## config.mk

```make
export PLATFORM = sky130hd
export DESIGN_NAME = exe_muldiv
export DESIGN_NICKNAME = d
export VERILOG_FILES = /design/src/rtl/muldiv_pkg.sv /design/src/rtl/muldiv_fsm.sv /design/src/rtl/exe_muldiv.sv
export SDC_FILE = /design/constraint.sdc
export NUM_CORES = 1
export LEC_CHECK = 0
export BUFFER_PORTS_ARGS = -buffer_cell sky130_fd_sc_hd__buf_2
export CORE_UTILIZATION = 45
export DETAILED_ROUTE_END_ITERATION = 16
export PLACE_DENSITY = 0.78
export SYNTH_ARGS = -nofsm -noshare
export SYNTH_HDL_FRONTEND = slang
export SYNTH_SLANG_ARGS = --single-unit
```

## constraint.sdc

```tcl
create_clock -name clk -period 3.5 [get_ports clk]
set_clock_uncertainty 0.15 [all_clocks]
set_input_delay 0.175 -clock clk [delete_from_list [all_inputs] [get_ports clk]]
set_output_delay 0.175 -clock clk [all_outputs]
set_load 0.01 [all_outputs]
```

## src/rtl/muldiv_pkg.sv

```systemverilog
// Shared definitions for the EXE-stage multiply/divide unit: command codes,
// FSM state encoding, datapath width and the muldiv command decode.
// Optional divider build: EXE_MULDIV_DIV_EN.
package muldiv_pkg;

  localparam int unsigned XLEN  = 32;
  localparam int unsigned ITERS = 32;
  localparam int unsigned CNT_W = 5;

  // Codes reserved in the ALU decode for the iterative unit
  localparam logic [3:0] EXE_MUL = 4'b1100;
  localparam logic [3:0] EXE_DIV = 4'b1101;
  localparam logic [3:0] EXE_REM = 4'b1110;

  typedef enum logic [1:0] {
    IDLE = 2'd0,
    BUSY = 2'd1,
    DONE = 2'd2
  } md_state_e;

  // True for commands this unit executes; DIV/REM only when the divider is built
  function automatic logic is_muldiv_cmd(input logic [3:0] cmd);
`ifdef EXE_MULDIV_DIV_EN
    return (cmd == EXE_MUL) || (cmd == EXE_DIV) || (cmd == EXE_REM);
`else
    return (cmd == EXE_MUL);
`endif
  endfunction

endpackage

```

## src/rtl/muldiv_fsm.sv

```systemverilog
// Control for the iterative multiply/divide unit: IDLE/BUSY/DONE state,
// 5-bit iteration counter, pipeline stall, busy flag and flush handling.
module muldiv_fsm
  import muldiv_pkg::*;
(
  input  logic clk,
  input  logic rst,
  input  logic req,
  input  logic flush,
  output logic start,
  output logic step,
  output logic last,
  output logic stall,
  output logic busy
);

  md_state_e          state_reg, state_next;
  logic [CNT_W-1:0]   cnt_reg, cnt_next;
  logic               busy_reg;

  // State, counter and registered busy flag
  always_ff @(posedge clk or negedge rst) begin
    if (!rst) begin
      state_reg <= IDLE;
      cnt_reg   <= '0;
      busy_reg  <= 1'b0;
    end else begin
      state_reg <= state_next;
      cnt_reg   <= cnt_next;
      busy_reg  <= (state_next == BUSY);
    end
  end

  // Next state and control strobes; flush beats issue and iteration
  always_comb begin
    state_next = state_reg;
    cnt_next   = cnt_reg;
    start      = 1'b0;
    step       = 1'b0;
    last       = 1'b0;
    stall      = 1'b0;
    case (state_reg)
      IDLE: begin
        if (req && !flush) begin
          start      = 1'b1;
          stall      = 1'b1;
          cnt_next   = '0;
          state_next = BUSY;
        end
      end
      BUSY: begin
        stall = 1'b1;
        if (flush) begin
          cnt_next   = '0;
          state_next = IDLE;
        end else begin
          step     = 1'b1;
          cnt_next = cnt_reg + CNT_W'(1);
          if (cnt_reg == CNT_W'(ITERS - 1)) begin
            last       = 1'b1;
            state_next = DONE;
          end
        end
      end
      DONE: begin
        // Result is already committed; the held instruction leaves on this edge
        state_next = IDLE;
      end
      default: begin
        state_next = IDLE;
      end
    endcase
  end

  assign busy = busy_reg;

endmodule

```

## src/rtl/exe_muldiv.sv

```systemverilog
// EXE-stage iterative multiply/divide unit: 32-cycle shift-add multiply and,
// when EXE_MULDIV_DIV_EN is defined, restoring divide/remainder on magnitudes
// with sign fix-up. Holds the pipeline via stall while working.
module exe_muldiv
  import muldiv_pkg::*;
(
  input  logic            clk,
  input  logic            rst,
  input  logic [3:0]      EXE_CMD_IN,
  input  logic [XLEN-1:0] val1In,
  input  logic [XLEN-1:0] val2In,
  input  logic [4:0]      destIn,
  input  logic            WB_EN_IN,
  input  logic            flush,
  output logic            stall,
  output logic [XLEN-1:0] result,
  output logic [4:0]      dest,
  output logic            WB_EN,
  output logic            busy
);

  logic req, start, step, last;

  assign req = is_muldiv_cmd(EXE_CMD_IN);

  muldiv_fsm u_fsm (
    .clk   (clk),
    .rst   (rst),
    .req   (req),
    .flush (flush),
    .start (start),
    .step  (step),
    .last  (last),
    .stall (stall),
    .busy  (busy)
  );

  // acc: product accumulator / partial remainder
  // a:   multiplicand / dividend shifting into quotient
  // b:   multiplier / divisor magnitude
  logic [XLEN-1:0] acc_reg, a_reg, b_reg;
  logic [XLEN-1:0] acc_next, a_next, b_next, final_value;
  logic [4:0]      dest_lat_reg;
  logic            wb_lat_reg;
  logic [XLEN-1:0] result_reg;
  logic [4:0]      dest_reg;
  logic            wb_en_reg;

`ifdef EXE_MULDIV_DIV_EN
  logic            div_mode_reg, rem_mode_reg, sign_dvd_reg, sign_quo_reg, dbz_reg;
  logic [XLEN:0]   shifted, trial;
  logic [XLEN-1:0] mag1, mag2, quo_fix, rem_fix;

  assign mag1    = val1In[XLEN-1] ? -val1In : val1In;
  assign mag2    = val2In[XLEN-1] ? -val2In : val2In;
  assign shifted = {acc_reg, a_reg[XLEN-1]};
  assign trial   = shifted - {1'b0, b_reg};
`endif

  // One iteration of the selected algorithm
  always_comb begin
    acc_next = b_reg[0] ? (acc_reg + a_reg) : acc_reg;
    a_next   = {a_reg[XLEN-2:0], 1'b0};
    b_next   = {1'b0, b_reg[XLEN-1:1]};
`ifdef EXE_MULDIV_DIV_EN
    if (div_mode_reg) begin
      b_next = b_reg;
      if (!trial[XLEN]) begin
        acc_next = trial[XLEN-1:0];
        a_next   = {a_reg[XLEN-2:0], 1'b1};
      end else begin
        acc_next = shifted[XLEN-1:0];
        a_next   = {a_reg[XLEN-2:0], 1'b0};
      end
    end
`endif
  end

  // Final value from the last iteration, with divide sign and zero-divisor handling
  always_comb begin
    final_value = acc_next;
`ifdef EXE_MULDIV_DIV_EN
    quo_fix = dbz_reg ? '1 : (sign_quo_reg ? -a_next : a_next);
    rem_fix = sign_dvd_reg ? -acc_next : acc_next;
    if (div_mode_reg) begin
      final_value = rem_mode_reg ? rem_fix : quo_fix;
    end
`endif
  end

  // Operand latch, iteration registers and registered completion outputs
  always_ff @(posedge clk or negedge rst) begin
    if (!rst) begin
      acc_reg      <= '0;
      a_reg        <= '0;
      b_reg        <= '0;
      dest_lat_reg <= '0;
      wb_lat_reg   <= 1'b0;
      result_reg   <= '0;
      dest_reg     <= '0;
      wb_en_reg    <= 1'b0;
`ifdef EXE_MULDIV_DIV_EN
      div_mode_reg <= 1'b0;
      rem_mode_reg <= 1'b0;
      sign_dvd_reg <= 1'b0;
      sign_quo_reg <= 1'b0;
      dbz_reg      <= 1'b0;
`endif
    end else begin
      wb_en_reg <= 1'b0;
      if (start) begin
        acc_reg      <= '0;
        a_reg        <= val1In;
        b_reg        <= val2In;
        dest_lat_reg <= destIn;
        wb_lat_reg   <= WB_EN_IN;
`ifdef EXE_MULDIV_DIV_EN
        div_mode_reg <= (EXE_CMD_IN != EXE_MUL);
        rem_mode_reg <= (EXE_CMD_IN == EXE_REM);
        sign_dvd_reg <= val1In[XLEN-1];
        sign_quo_reg <= val1In[XLEN-1] ^ val2In[XLEN-1];
        dbz_reg      <= (val2In == '0);
        if (EXE_CMD_IN != EXE_MUL) begin
          a_reg <= mag1;
          b_reg <= mag2;
        end
`endif
      end else if (step) begin
        acc_reg <= acc_next;
        a_reg   <= a_next;
        b_reg   <= b_next;
      end
      if (last) begin
        result_reg <= final_value;
        dest_reg   <= dest_lat_reg;
        wb_en_reg  <= wb_lat_reg;
      end
    end
  end

  assign result = result_reg;
  assign dest   = dest_reg;
  assign WB_EN  = wb_en_reg;

endmodule

```

==> results of run 1 <==
==> cell type report <==
type | instances | share of cell area (%)
Clock inverter | 11 | 1.534
Tap cell | 220 | 2.812
Clock buffer | 21 | 4.704
Sequential cell | 148 | 37.85
Multi-Input combinational cell | 604 | 38.66
Timing Repair Buffer | 199 | 14.18
Inverter | 7 | 0.2684
==> metal layers <==
metal	track usage, %	vias to the layer above	share of wire, %
met1	30.99	3255	45
li1	-	3223	-
met3	5.211	25	5.9
met5	0	-	0
met4	7.024	0	1.2
met2	38.57	208	48
==> power by group through the flow <==
stage          clock, W  sequential, W  combinational [W]
2_1_floorplan         0        0.00216           0.000908
3_3_place_gp          0        0.00223            0.00115
3_5_place_dp          0        0.00224            0.00119
4_1_cts         0.00193        0.00221            0.00126
5_1_grt         0.00200        0.00225            0.00142
6_report        0.00190        0.00222            0.00126
==> worst register-to-register path: stages (launching register included) <==
cell      delay (ns)
dfrtp_1         0.40
ha_1            0.23
fa_1            0.43
a21oi_1         0.18
o211ai_1        0.16
a32oi_1         0.39
o21ai_1         0.15
or3b_1          0.40
a41oi_1         0.24
xnor2_1         0.17
mux2i_1         0.11
o21ai_1         0.13
==> synth_stat cells, drive strengths merged (3+ instances only) <==
library cell	instances	area, um2
nand2	206	773.2
dfrtp	148	3704
a22oi	61	457.9
o21ai	56	280.3
clkbuf	46	175.2
a21oi	34	173.9
ha	33	412.9
a22o	24	210.2
mux2i	24	240.2
nor2	19	71.32
a21o	18	135.1
xnor2	16	140.1
xor2	13	113.9
nand3	10	50.05
and3	7	43.79
inv	7	26.27
mux2	7	78.82
o21bai	7	52.55
a31oi	6	37.54
o21a	5	37.54
o22ai	5	31.28
a211oi	4	35.03
nand2b	4	25.02
or3	4	25.02
a31o	3	26.28
a32oi	3	26.28
and2	3	18.77
and4	3	26.28
nor2b	3	18.77
nor3b	3	22.52
o211ai	3	22.52
o31ai	3	22.52
==> layout by cell type, fill, tap and decap left out, types with 4 or more instances in the layout <==
| cell | count |
|---|---|
| nand2_1 | 205 |
| dfrtp_1 | 147 |
| buf_2 | 115 |
| dlygate4sd3_1 | 71 |
| a22oi_1 | 61 |
| o21ai_0 | 50 |
| a21oi_1 | 33 |
| ha_1 | 33 |
| mux2i_1 | 24 |
| a22o_1 | 24 |
| nor2_1 | 18 |
| a21o_1 | 18 |
| clkbuf_16 | 17 |
| xnor2_1 | 16 |
| xor2_1 | 13 |
| buf_4 | 12 |
| nand3_1 | 10 |
| o21bai_1 | 7 |
| and3_1 | 7 |
| inv_1 | 6 |
| mux2_2 | 6 |
| o21ai_1 | 6 |
| a31oi_1 | 6 |
| o21a_1 | 5 |
| o22ai_1 | 5 |
| or3_1 | 4 |
| nand2b_1 | 4 |
==> per-stage QoR <==
step	hold WS [ns]	util, %	area, um2	total power, W
2_1_floorplan	-0.2706	-	7684	0.003072
3_3_place_gp	0.1306	50.88	8467	0.003376
3_5_place_dp	0.1293	50.88	8467	0.003424
4_1_cts	0.2419	58.82	9788	0.005401
5_1_grt	0.2940	58.82	9788	0.005671
6_report	0.2379	58.82	9788	0.005384
==> worst max-delay path by stage <==
stage,startpoint,end,slack (ns)
after global routing,acc_reg[0]$_DFFE_PN0P_,result[22]$_DFFE_PN0P_,0.10
after floorplan,acc_reg[0]$_DFFE_PN0P_,result[22]$_DFFE_PN0P_,0.65
final,acc_reg[0]$_DFFE_PN0P_,result[22]$_DFFE_PN0P_,0.30
after global placement,acc_reg[0]$_DFFE_PN0P_,result[22]$_DFFE_PN0P_,0.42
after CTS,acc_reg[0]$_DFFE_PN0P_,result[22]$_DFFE_PN0P_,0.32
after detailed placement,acc_reg[0]$_DFFE_PN0P_,result[22]$_DFFE_PN0P_,0.36
==> logic make-up (layout without fill, tap and decap cells) <==
| kind of cell | after synthesis | after routing | share of synthesized area (%) |
|---|---|---|---|
| muxes | 31 | 31 | 4.152 |
| adders and majority gates | 34 | 34 | 5.634 |
| DFF | 148 | 148 | 48.20 |
| AOI/OAI and AO/OA | 241 | 241 | 21.40 |
| and+or+nand+nor | 269 | 269 | 14.59 |
| buffers and inverters | 55 | 238 | 2.719 |
| xor gates and xnor gates | 29 | 29 | 3.306 |
==> timing repair <==
action | 4_1_cts | 5_1_grt
endpoints found under the hold margin | 151 | 0
hold buffers | 71 | 0
endpoints found under the setup margin | 0 | 0
==> results.json, run 1 <==
{
  "status": "complete, no violations",
  "min_period_over_period_pct": 91.56,
  "tritoncts": "done",
  "path_class": "reg -> reg",
  "grt_usage_pct": 23.46,
  "preCtsSetupSlack_ns": 0.3559,
  "power.share.clock_pct": 35.3,
  "hold_viol": 0,
  "drt_first_pass_iters": 7,
  "seq_power_share_pct": 41.2,
  "drive_above_1_share_pct": 17.68,
  "cp_cell_sequence": "ha_1 -> fa_1 -> a21oi_1 -> o211ai_1 -> a32oi_1 -> o21ai_1 -> or3b_1 -> a41oi_1 -> xnor2_1 -> mux2i_1 -> o21ai_1",
  "timing.final.crit_period_ns": 3.205,
  "regArea_um2": 3705,
  "pwr-share-comb_pct": 23.5,
  "tns_ns": 0,
  "crit_fanout": 3,
  "post_cts_buffers": 0,
  "fmax_mhz": 312.0,
  "setup_slack_ns": 0.2953,
  "drc": 0,
  "drtIter0Drc": 346,
  "wl_per_cell_um": 16.22,
  "antenna_found_initial": 0,
  "ys_seq_elements": 148,
  "cp-end-kind": "flop",
  "numPortBuffers": 116,
  "cp_top_family": "compound AO/OA/AOI/OAI gates",
  "required_ns": 3.70,
  "synth-edff-count": 0,
  "fp-row-count": 47,
  "r2r_cells": 11,
  "hold_path_class": "in -> async",
  "cts_buffer_depth": 2,
  "area_growth_pct": 27.39,
  "cts_max_level": 4,
  "slowest_stage": "fa_1",
  "power.switching_w": 0.001681,
  "synth-main-ff-cell": "dfrtp_1",
  "yosysWarnings": 0,
  "rsz0062_at_grt": "no",
  "leakage_nw": 5.037,
  "setup_viol": 0,
  "seq_area_frac_synth_pct": 48.20,
  "grt_overflow": 0,
  "die_w_um": 132.7,
  "multi_input_area_um2": 3784,
  "syn_area_um2": 7684,
  "crit_top_cell": "o21ai_1",
  "ir_worst_vdd_v": 0.0003580,
  "dieArea_um2": 17600,
  "fill_cells": 1394,
  "maxCapViolCount": 0,
  "drv_slew": 0,
  "fin_cells": 1210,
  "powerDensity_nw_per_um2": 550.1,
  "ys_types": 53,
  "worstMarginPinSlew_ns": 1.041,
  "worst-path-stages": 11,
  "dieHeight_um": 132.7,
  "nNetsFinal": 1088,
  "clkSlewWorstSetupHoldPaths_ns": 0.06,
  "clockRootBuffer": "clkbuf_16",
  "core_area_um2": 16640,
  "start_util_pct": 46.17,
  "reg2reg_slack_ns": 0.30,
  "start_kind": "flop",
  "synth_nets": 918,
  "r2r-start": "acc_reg[0]$_DFFE_PN0P_",
  "drt-total-wl_um": 19630,
  "syn_area_per_cell_um2": 9.521,
  "cp.arrival_ns": 3.41,
  "insertion_delay_ns": 0.43,
  "grt_pass1_wl_um": 32950,
  "n_antenna_cell": 0,
  "critical-path-max-stage-delay_ns": 0.43,
  "sw_frac_of_total_pct": 31.22,
  "async_flop_share_pct": 100.0,
  "dp_hpwl_um": 12670,
  "vias": 6711,
  "grt_pass1_vias": 6720,
  "synthCells": 807,
  "gp_congestion": 0.8722,
  "final_antenna_net_count": 0,
  "dp_cells": 1107,
  "cts-buffers-inserted": 17,
  "worst_slew_margin_rel_pct": 30.32,
  "vias_per_cell": 5.546,
  "grt_max_degree": 85,
  "clock-sinks": 148,
  "ios": 117,
  "cts.repair.resized": 0,
  "timing.rr.end": "result[22]$_DFFE_PN0P_",
  "worst-path-buf-inv": 0,
  "internal_power_w": 0.003703
}
No activity file was read; power rests on OpenSTA's default activity.
==> run 2, diff against run 1 <==
--- a/config.mk
+++ b/config.mk
@@ -7,6 +7,7 @@
 export LEC_CHECK = 0
 export BUFFER_PORTS_ARGS = -buffer_cell sky130_fd_sc_hd__buf_2
 export CORE_UTILIZATION = 45
+export CTS_BUF_LIST = sky130_fd_sc_hd__clkbuf_4 sky130_fd_sc_hd__clkbuf_8
 export DETAILED_ROUTE_END_ITERATION = 16
 export PLACE_DENSITY = 0.78
 export SYNTH_ARGS = -nofsm -noshare
==> run 2 against run 1 <==
Effect of this change:
- fmax is 0.57% higher
- critical endpoint unchanged
- sequential power about the same
- worst setup slack improved by 0.018 ns
- final cell count unchanged
==> results.json, run 2 (synthesis gave the netlist of run 1 again) <==
{
  "status": "complete, no violations",
  "postPlaceCellArea_um2": 8467,
  "vias": 6673,
  "fin_area_um2": 9604,
  "drt_first_pass_iters": 5,
  "required_ns": 3.74,
  "grt_pass1_wl_um": 32690,
  "drc": 0,
  "pwr-share-comb_pct": 25.7,
  "clock-sinks": 148,
  "hold_viol": 0,
  "drtIter0Drc": 338,
  "internal_power_w": 0.003299,
  "leakage_nw": 4.957,
  "numPortBuffers": 116,
  "vias_per_cell": 5.515,
  "dieArea_um2": 17600,
  "cts_max_level": 4,
  "fp-row-count": 47,
  "busiest_layer": "met2",
  "grt_overflow": 0,
  "grt_max_degree": 85,
  "rsz0062_at_grt": "no",
  "dp_hpwl_um": 12670,
  "powerDensity_nw_per_um2": 511.1,
  "cts_buffer_depth": 2,
  "ios": 117,
  "power.switching_w": 0.001610,
  "n_antenna_cell": 0,
  "timing.hold.ws_ns": 0.2031,
  "dieHeight_um": 132.7,
  "clockRootBuffer": "clkbuf_8",
  "hold_path_class": "in -> async",
  "finalPower_w": 0.004909,
  "ir_worst_vdd_v": 0.0003299,
  "final_cell_mix": "nand2_1 (205), dfrtp_1 (147), buf_2 (115)",
  "grt_use_met2_pct": 38.71,
  "timing.final.crit_period_ns": 3.187,
  "insertion_delay_ns": 0.45,
  "setup_slack_ns": 0.3135,
  "worst_slew_margin_rel_pct": 28.91,
  "antenna_found_initial": 0,
  "die_w_um": 132.7,
  "met1_usage_pct": 30.51,
  "tns_ns": 0,
  "path_class": "reg -> reg",
  "gp_congestion": 0.8722,
  "cp.arrival_ns": 3.42,
  "drv_slew": 0,
  "setup_viol": 0,
  "sw_frac_of_total_pct": 32.79,
  "preCtsSetupSlack_ns": 0.3559,
  "cp-end-kind": "flop",
  "crit_start": "acc_reg[0]$_DFFE_PN0P_",
  "gr-usage-met3_pct": 5.134,
  "crit_fanout": 3,
  "power.share.clock_pct": 29.2,
  "start_kind": "flop",
  "worstMarginPinSlew_ns": 1.062,
  "nNetsFinal": 1088,
  "area_growth_pct": 25.00,
  "seq_power_share_pct": 45.1,
  "drive_above_1_share_pct": 17.88,
  "fmax_mhz": 313.8,
  "tritoncts": "done",
  "r2r-start": "acc_reg[0]$_DFFE_PN0P_",
  "maxCapViolCount": 0,
  "final_antenna_net_count": 0,
  "clkSlewWorstSetupHoldPaths_ns": 0.09,
  "drt-total-wl_um": 19470,
  "start_util_pct": 46.17,
  "wl_per_cell_um": 16.09,
  "cts-buffers-inserted": 17,
  "core_area_um2": 16640,
  "min_period_over_period_pct": 91.04,
  "grt_pass1_vias": 6708,
  "grt_usage_pct": 23.13,
  "final_common_cell": "nand2_1"
}
[run 2: cell counts in the layout (fill, tap and decap cells not counted)]
Identical to the previous run, type by type.
[run 2: path summary, 6_finish.rpt]
| path | endpoint | slack [ns] | depth (start not counted) |
|---|---|---|---|
| worst max-delay path | result[22]$_DFFE_PN0P_ | 0.31 | 11 |
| worst min-delay path | b_reg[18]$_DFFE_PN0P_ | 0.20 | 2 |
| worst max register to register | result[22]$_DFFE_PN0P_ | 0.31 | 11 |
| worst min register to register | dest[1]$_DFFE_PN0P_ | 0.32 | 2 |
| max in group asynchronous | dest_lat_reg[3]$_DFFE_PN0P_ | 2.14 | 3 |
| min in group clk | acc_reg[10]$_DFFE_PN0P_ | 0.30 | 4 |
[run 2: area by class of cell]
class,instances,area (um2)
Inverter,7,26.28
Tap cell,220,275.3
Sequential cell,148,3705
Fill cell,1429,7038
Clock buffer,21,276.5
Timing Repair Buffer,199,1388
Clock inverter,11,150.1
Multi-Input combinational cell,604,3784
[run 2: timing repair]
action | in CTS | in global routing
buffers inserted | 0 | 0
hold buffers | 71 | 0
endpoints found under the hold margin | 151 | 0
resized for setup | 0 | 0
[run 2: metal layers]
layer  up-vias  part of all wire (%)
met1      3207                    44
met5         -                     0
met3        19                   6.0
li1       3226                     -
met4         0                   1.1
met2       221                    48
[run 2: worst max-delay path, cell delays in order, from the launching register on]
cell,delay [ns]
dfrtp_1,0.40
ha_1,0.23
fa_1,0.43
a21oi_1,0.18
o211ai_1,0.16
a32oi_1,0.37
o21ai_1,0.15
or3b_1,0.41
a41oi_1,0.24
xnor2_1,0.17
mux2i_1,0.10
o21ai_1,0.13
[run 2: metrics by stage]
stage	std cells	util, %
2_1_floorplan	807	-
3_3_place_gp	1107	50.88
3_5_place_dp	1107	50.88
4_1_cts	1210	57.71
5_1_grt	1210	57.71
6_report	1210	57.71
[run 2: power groups by stage]
stage	logic, W	registers (W)	clock network [W]
after detailed placement	0.00119	0.00224	0
after global routing	0.00141	0.00225	0.00154
after floorplan	0.000908	0.00216	0
after CTS	0.00125	0.00221	0.00147
final	0.00126	0.00221	0.00144
after global placement	0.00115	0.00223	0
